### src/rtl/cpu_out_tracer.sv
// Purpose: passive trace logger. It samples the processor out bus and the I/Z/S/HALT
//          flags on every clock and writes a timestamped entry to a FIFO whenever any
//          of them changes. Capture stops after HALT, and the host drains the FIFO.
// Latency: 1 cycle from the sampling edge until the entry appears at rd_data/rd_valid
//          when the FIFO was empty.
// Backpressure: rd_valid/rd_ready handshake on the read side. While the FIFO is full,
//          new events are dropped and counted in overflow/dropped. The shadow register
//          still advances, so a dropped value is not logged again.
//
// Ports:
//   clk, reset          - rising-edge clock; asynchronous active-high reset
//   cpu_out, cpu_i/z/s  - observed processor output bus and flags
//   cpu_halt            - processor HALT; the entry for it is the last one captured
//   rd_valid/rd_ready   - read handshake for the FIFO head
//   rd_data             - {timestamp, halt, s, z, i, out}, registered head entry
//   count               - FIFO occupancy, 0..DEPTH
//   overflow, dropped   - sticky drop flag and saturating drop counter
//   done                - capture halted and FIFO fully drained
module cpu_out_tracer #(
    parameter int DEPTH  = 16,
    parameter int ADDR_W = 4,
    parameter int TS_W   = 16
) (
    input  logic                 clk,
    input  logic                 reset,
    input  logic [15:0]          cpu_out,
    input  logic                 cpu_i,
    input  logic                 cpu_z,
    input  logic                 cpu_s,
    input  logic                 cpu_halt,
    output logic                 rd_valid,
    input  logic                 rd_ready,
    output logic [TS_W+19:0]     rd_data,
    output logic [ADDR_W:0]      count,
    output logic                 overflow,
    output logic [7:0]           dropped,
    output logic                 done
);

    localparam int EW = TS_W + 20;
    localparam logic [ADDR_W:0] FULL_CNT = (ADDR_W + 1)'(DEPTH);
    localparam logic [ADDR_W:0] PTR_ONE  = (ADDR_W + 1)'(1);
    localparam logic [TS_W-1:0] TS_ONE   = TS_W'(1);

    typedef enum logic {
        ST_CAPTURE = 1'b0,
        ST_HALTED  = 1'b1
    } state_t;

    // Registered state
    state_t          r_state;
    logic [EW-1:0]   r_mem [DEPTH];
    logic [ADDR_W:0] r_wr_ptr;
    logic [ADDR_W:0] r_rd_ptr;
    logic [TS_W-1:0] r_ts;
    logic [19:0]     r_shadow;
    logic            r_first;
    logic            r_rd_valid;
    logic [EW-1:0]   r_rd_data;
    logic            r_overflow;
    logic [7:0]      r_dropped;
    logic            r_done;

    // Combinational next-state terms
    logic [19:0]     w_sample;
    logic [EW-1:0]   w_entry;
    logic [ADDR_W:0] w_count;
    logic [ADDR_W:0] w_count_nxt;
    logic            w_full;
    logic            w_capture;
    logic            w_event;
    logic            w_pop;
    logic            w_push;
    logic            w_drop;
    logic [ADDR_W:0] w_wr_ptr_nxt;
    logic [ADDR_W:0] w_rd_ptr_nxt;
    logic            w_bypass;
    logic [EW-1:0]   w_head_nxt;
    state_t          w_state_nxt;

    assign w_sample  = {cpu_halt, cpu_s, cpu_z, cpu_i, cpu_out};
    assign w_entry   = {r_ts, w_sample};

    // The extra pointer bit tells a full FIFO apart from an empty one.
    assign w_count   = r_wr_ptr - r_rd_ptr;
    assign w_full    = (w_count == FULL_CNT);

    assign w_capture = (r_state == ST_CAPTURE);
    assign w_event   = w_capture && (r_first || (w_sample != r_shadow));
    assign w_pop     = r_rd_valid && rd_ready;

    // A full FIFO still accepts an entry when a pop frees a slot on the same edge.
    assign w_push    = w_event && (!w_full || w_pop);
    assign w_drop    = w_event && w_full && !w_pop;

    assign w_wr_ptr_nxt = w_push ? (r_wr_ptr + PTR_ONE) : r_wr_ptr;
    assign w_rd_ptr_nxt = w_pop  ? (r_rd_ptr + PTR_ONE) : r_rd_ptr;
    assign w_count_nxt  = w_wr_ptr_nxt - w_rd_ptr_nxt;

    // When the entry being written becomes the new head (the FIFO is empty after
    // any pop), take it straight from the input. The memory write only lands on
    // this same edge, so reading the memory would return stale data.
    assign w_bypass   = w_push && (r_wr_ptr == w_rd_ptr_nxt);
    assign w_head_nxt = w_bypass ? w_entry : r_mem[w_rd_ptr_nxt[ADDR_W-1:0]];

    // Seeing HALT ends capture even when its own entry is dropped.
    assign w_state_nxt = (w_capture && cpu_halt) ? ST_HALTED : r_state;

    // Entry storage. It has no reset; validity comes from the pointers alone.
    always_ff @(posedge clk) begin
        if (w_push) begin
            r_mem[r_wr_ptr[ADDR_W-1:0]] <= w_entry;
        end
    end

    // Capture FSM together with the pointers and the registered read-side outputs.
    always_ff @(posedge clk or posedge reset) begin
        if (reset) begin
            r_state    <= ST_CAPTURE;
            r_wr_ptr   <= '0;
            r_rd_ptr   <= '0;
            r_ts       <= '0;
            r_shadow   <= '0;
            r_first    <= 1'b1;
            r_rd_valid <= 1'b0;
            r_rd_data  <= '0;
            r_overflow <= 1'b0;
            r_dropped  <= '0;
            r_done     <= 1'b0;
        end else begin
            r_state  <= w_state_nxt;
            r_wr_ptr <= w_wr_ptr_nxt;
            r_rd_ptr <= w_rd_ptr_nxt;

            // Cycle timestamp since reset release. It holds at all-ones.
            if (r_ts != '1) begin
                r_ts <= r_ts + TS_ONE;
            end

            if (w_event) begin
                r_shadow <= w_sample;
                r_first  <= 1'b0;
            end

            if (w_drop) begin
                r_overflow <= 1'b1;
                if (r_dropped != 8'hFF) begin
                    r_dropped <= r_dropped + 8'd1;
                end
            end

            // The head only changes on a pop, or when the first entry arrives in an
            // empty FIFO. This keeps rd_data stable while rd_valid && !rd_ready.
            r_rd_valid <= (w_count_nxt != '0);
            r_rd_data  <= w_head_nxt;
            r_done     <= (w_state_nxt == ST_HALTED) && (w_count_nxt == '0);
        end
    end

    assign rd_valid = r_rd_valid;
    assign rd_data  = r_rd_data;
    assign count    = w_count;
    assign overflow = r_overflow;
    assign dropped  = r_dropped;
    assign done     = r_done;

endmodule

### config.mk
export PLATFORM = sky130hd
export DESIGN_NAME = cpu_out_tracer
export DESIGN_NICKNAME = d
export VERILOG_FILES = /design/src/rtl/cpu_out_tracer.sv
export SDC_FILE = /design/constraint.sdc
export NUM_CORES = 1
export LEC_CHECK = 0
export ABC_CLOCK_PERIOD_IN_PS = 16490
export CAP_MARGIN = 5
export CORE_UTILIZATION = 50
export DETAILED_ROUTE_END_ITERATION = 10
export DONT_BUFFER_PORTS = 1
export GPL_ROUTABILITY_DRIVEN = 0
export PLACE_DENSITY = 0.63
export SLEW_MARGIN = 20
export SYNTH_ARGS = -nofsm -noshare
export SYNTH_HDL_FRONTEND = slang
export SYNTH_SLANG_ARGS = --single-unit
### constraint.sdc
create_clock -name clk -period 16.49 [get_ports clk]
set_input_delay 1.649 -clock clk [delete_from_list [all_inputs] [get_ports clk]]
set_output_delay 1.649 -clock clk [all_outputs]
set_load 0.02 [all_outputs]
==> metrics.md <==
| Metric | Value |
|---|---|
| Outcome | completed |
| Die ar. | 64,000 um^2 |
| Slew HR | 24.8% |
| Starting density of the core | 50.9% |
| Final core occ | 55.5% |
| Flops & latches, synth | 671 |
| Final Hold Fails | 0 |
| Postcts setup bufs | 0 |
| DRC violations left | 0 |
| Layout fillers | roughly 5,100 |
| Ys flop type | edfxtp_1 |
| Mean Syn Cell Area | 11.6 um^2 |
| FP Rows | just over 90 |
| Sequential share of the synthesized area | between 60% and 70% |
| Cts bufs inserted | 72 |
| Post-synth EDFFs | 576 |
| Vias in the first global route | ~23,000 |
| Pwr Total | around 0.0066 W |
| Area growth, synth to finish | 9.01% |
| Die height | 253 um |
| Multi-input combinational cell area | 10,500 um^2 |
| DP Cell Count | 3,337 |
| Clock power share | 23.9% |
| Area contributors post-synth | edfxtp_1 (55%), dfrtp_1 (7.5%), a21oi_1 (5.4%) |
| Max Clock Skew | 0.0304 ns |
| Switch share | around 43% |
| DRT iter0 DRCs | roughly 2,700 |
| HP Class | reg -> reg |
| Synth area leader | edfxtp_1 |
| Leak Pwr | between 10 and 15 nW |
| Antenna violations before repair | 2 |
| CTS tree | yes |
| Clk Latency, worst-skew pair | 0.62 ns |
| Most frequent cell after synthesis | edfxtp_1 |
| Total GRT Usage | approximately 29% |
| Vias | approximately 23,000 |
| Max Slew Vio Count | 0 |
| Post-cts resize count | 0 |
| Syn Std Cell Area | roughly 32,000 um^2 |
| Worst-margin pin slew | between 1 and 1.5 ns |
| H-tree Lvls | 3 |
| Syn_nets | 2,748 |
| P_sw | 0.00284 W |
| Final nets | 2,614 |
| First-pass DRT Iterations | 6 |
| Clk sinks | 671 |
| DP Wirelength | 46.7 mm |
| Crit-path max FO | 68 |
| Final Cycle Share | 33.0% |
| Worst setup EP type | flip-flop |
| VDD IR max | 0.158 mV |
| Setup-failing EPs final | 0 |
| Sequential cell area | 19,700 um^2 |
| Seq pwr share | 31.3% |
| Syn. warnings | 0 |
| First-pass GRT wire length | between 100 and 150 mm |
| Grt total ovfl | 0 |
| Die width | between 200 and 300 um |
| Clock buffer depth | 3 |
| Post-synth cell types | between 50 and 60 |
| Drt via density | 6.75 |
| Crit path launch type | flip-flop |
| CTS root buf | clkbuf_16 |
| Final ANT Viol Nets | 0 |
| Int Power | approximately 0.0038 W |
| Async SR Flop Fraction | 14.2% |
| Pwr/cell area | around 190 nW/um^2 |
| Critical Path RT | between 15 and 20 ns |
| WP data arrival | 5.94 ns |
| Largest net degree at the start of global routing | 231 |
| Hold_ws | 0.490 ns |
| Setup Crit Path Kind | reg -> reg |
| Max capacitance violation total | 0 |
| Routed len/inst | 27.1 um |
| Most frequent cells after synthesis | edfxtp_1 (576), a21oi_1 (342), nor2_1 (292) |
| Gate power share | between 40% and 50% |
| Core Region | 61,900 um^2 |
| Fin crit period | 5.44 ns |
| RSZ-0062 raised after global routing | false |
| Share of the synthesized area in the top cell type | roughly 55% |
| Final std cells w/o fill | 3,470 |
| Fmax | 184 MHz |
| Setup TNS | 0 ns |
| Synthesized instance count | 2,709 |
| Ports | 75 |
| Routed WL | about 94 mm |
| Share of layout cells above drive strength 1 | 9.42% |
| Clk slew on worst S/H paths | 0.07 ns |
| CTS Hold Buffers Added | 0 |
| Buffers on Ports | 0 |
[per-stage QoR]
stage / instance area, um^2 / setup WS, ns
4_1_cts: 34300 / 11.21
2_1_floorplan: 31500 / 10.63
3_3_place_gp: 32000 / 10.80
3_5_place_dp: 32000 / 10.78
5_1_grt: 34300 / 10.75
6_report: 34300 / 11.05
[sequential cells by signal, indices dropped and copies added (netlist names)]
name	count
r_mem	576
rd_data	36
r_shadow	20
r_ts	16
dropped	8
r_rd_ptr	5
r_wr_ptr	5
done	1
overflow	1
r_first	1
r_state	1
rd_valid	1
[worst max-delay path: stages, from the launching register on]
cell	delay (ns)
dfrtp_4	0.99
inv_2	0.60
ha_1	0.46
nor2b_1	0.12
o21ai_0	0.14
nand2b_1	0.09
xnor2_1	0.15
buf_4	0.21
a21oi_1	0.82
o21ai_0	0.27
ha_1	0.37
a21o_1	0.19
a21o_1	0.18
a21oi_1	0.16
xor2_1	0.20
xnor2_1	0.13
and3_1	0.21
[power groups by stage]
stage | Combinational [W] | Clock (W) | Sequential (W)
global route | 0.00324 | 0.00166 | 0.00208
floorplan | 0.00216 | 0 | 0.00202
global placement | 0.00284 | 0 | 0.00211
detailed placement | 0.00289 | 0 | 0.00211
finish | 0.00297 | 0.00159 | 0.00208
CTS | 0.00291 | 0.00160 | 0.00208
[layout by cell type (no fill, tap or decap), types with 37 or more instances in the layout]
cell type / n
edfxtp_1: 576
a21oi_1: 342
nor2_1: 292
o21ai_0: 151
inv_1: 115
o211ai_1: 109
a211oi_1: 101
o221ai_1: 99
dfrtp_1: 91
nor3_1: 82
clkbuf_16: 76
a221oi_1: 68
mux2_2: 54
buf_4: 42
nor2b_1: 40
a31oi_1: 37
[final timing paths]
| check | startpoint | to | slack [ns] | cells after the start |
|---|---|---|---|---|
| worst min register to register | r_rd_ptr[4] | r_rd_ptr[4] | 0.49 | 1 |
| worst min-delay path | r_rd_ptr[4] | r_rd_ptr[4] | 0.49 | 1 |
| max in group asynchronous | reset | r_rd_ptr[1] | 14.09 | 2 |
| min in group asynchronous | reset | rd_data[17] | 0.98 | 1 |
| worst max-delay path | r_rd_ptr[1] | done | 11.05 | 16 |
| worst max register to register | r_rd_ptr[1] | done | 11.05 | 16 |
[cell families after synthesis]
family	count (synthesis)	synth area share [%]
buffers and inverters	376	4.65
and+or+nand+nor	531	7.74
DFF	671	62.4
xor gates and xnor gates	56	1.58
adders and majority gates	16	0.659
AOI/OAI and AO/OA	996	20.5
muxes	63	2.39
[final cells by class]
class                      instances  area share [%]
clock buffer                     103            6.07
tap                              837            3.05
sequential                       671            57.3
antenna                            1         0.00729
multi-input combinational       1662            30.4
timing repair buffer              46            1.15
inverter                         122            1.36
clock inverter                    28           0.616
[per-layer routing]
metal | track usage [%] | up-vias | wire (um)
met5 | 0 | - | 0
met4 | 10.6 | 0 | 2750
met3 | 4.89 | 190 | 8620
met2 | 46.0 | 1231 | 43500
met1 | 41.6 | 11800 | 39200
li1 | - | 10200 | -
No activity file was read; power rests on OpenSTA's default activity.
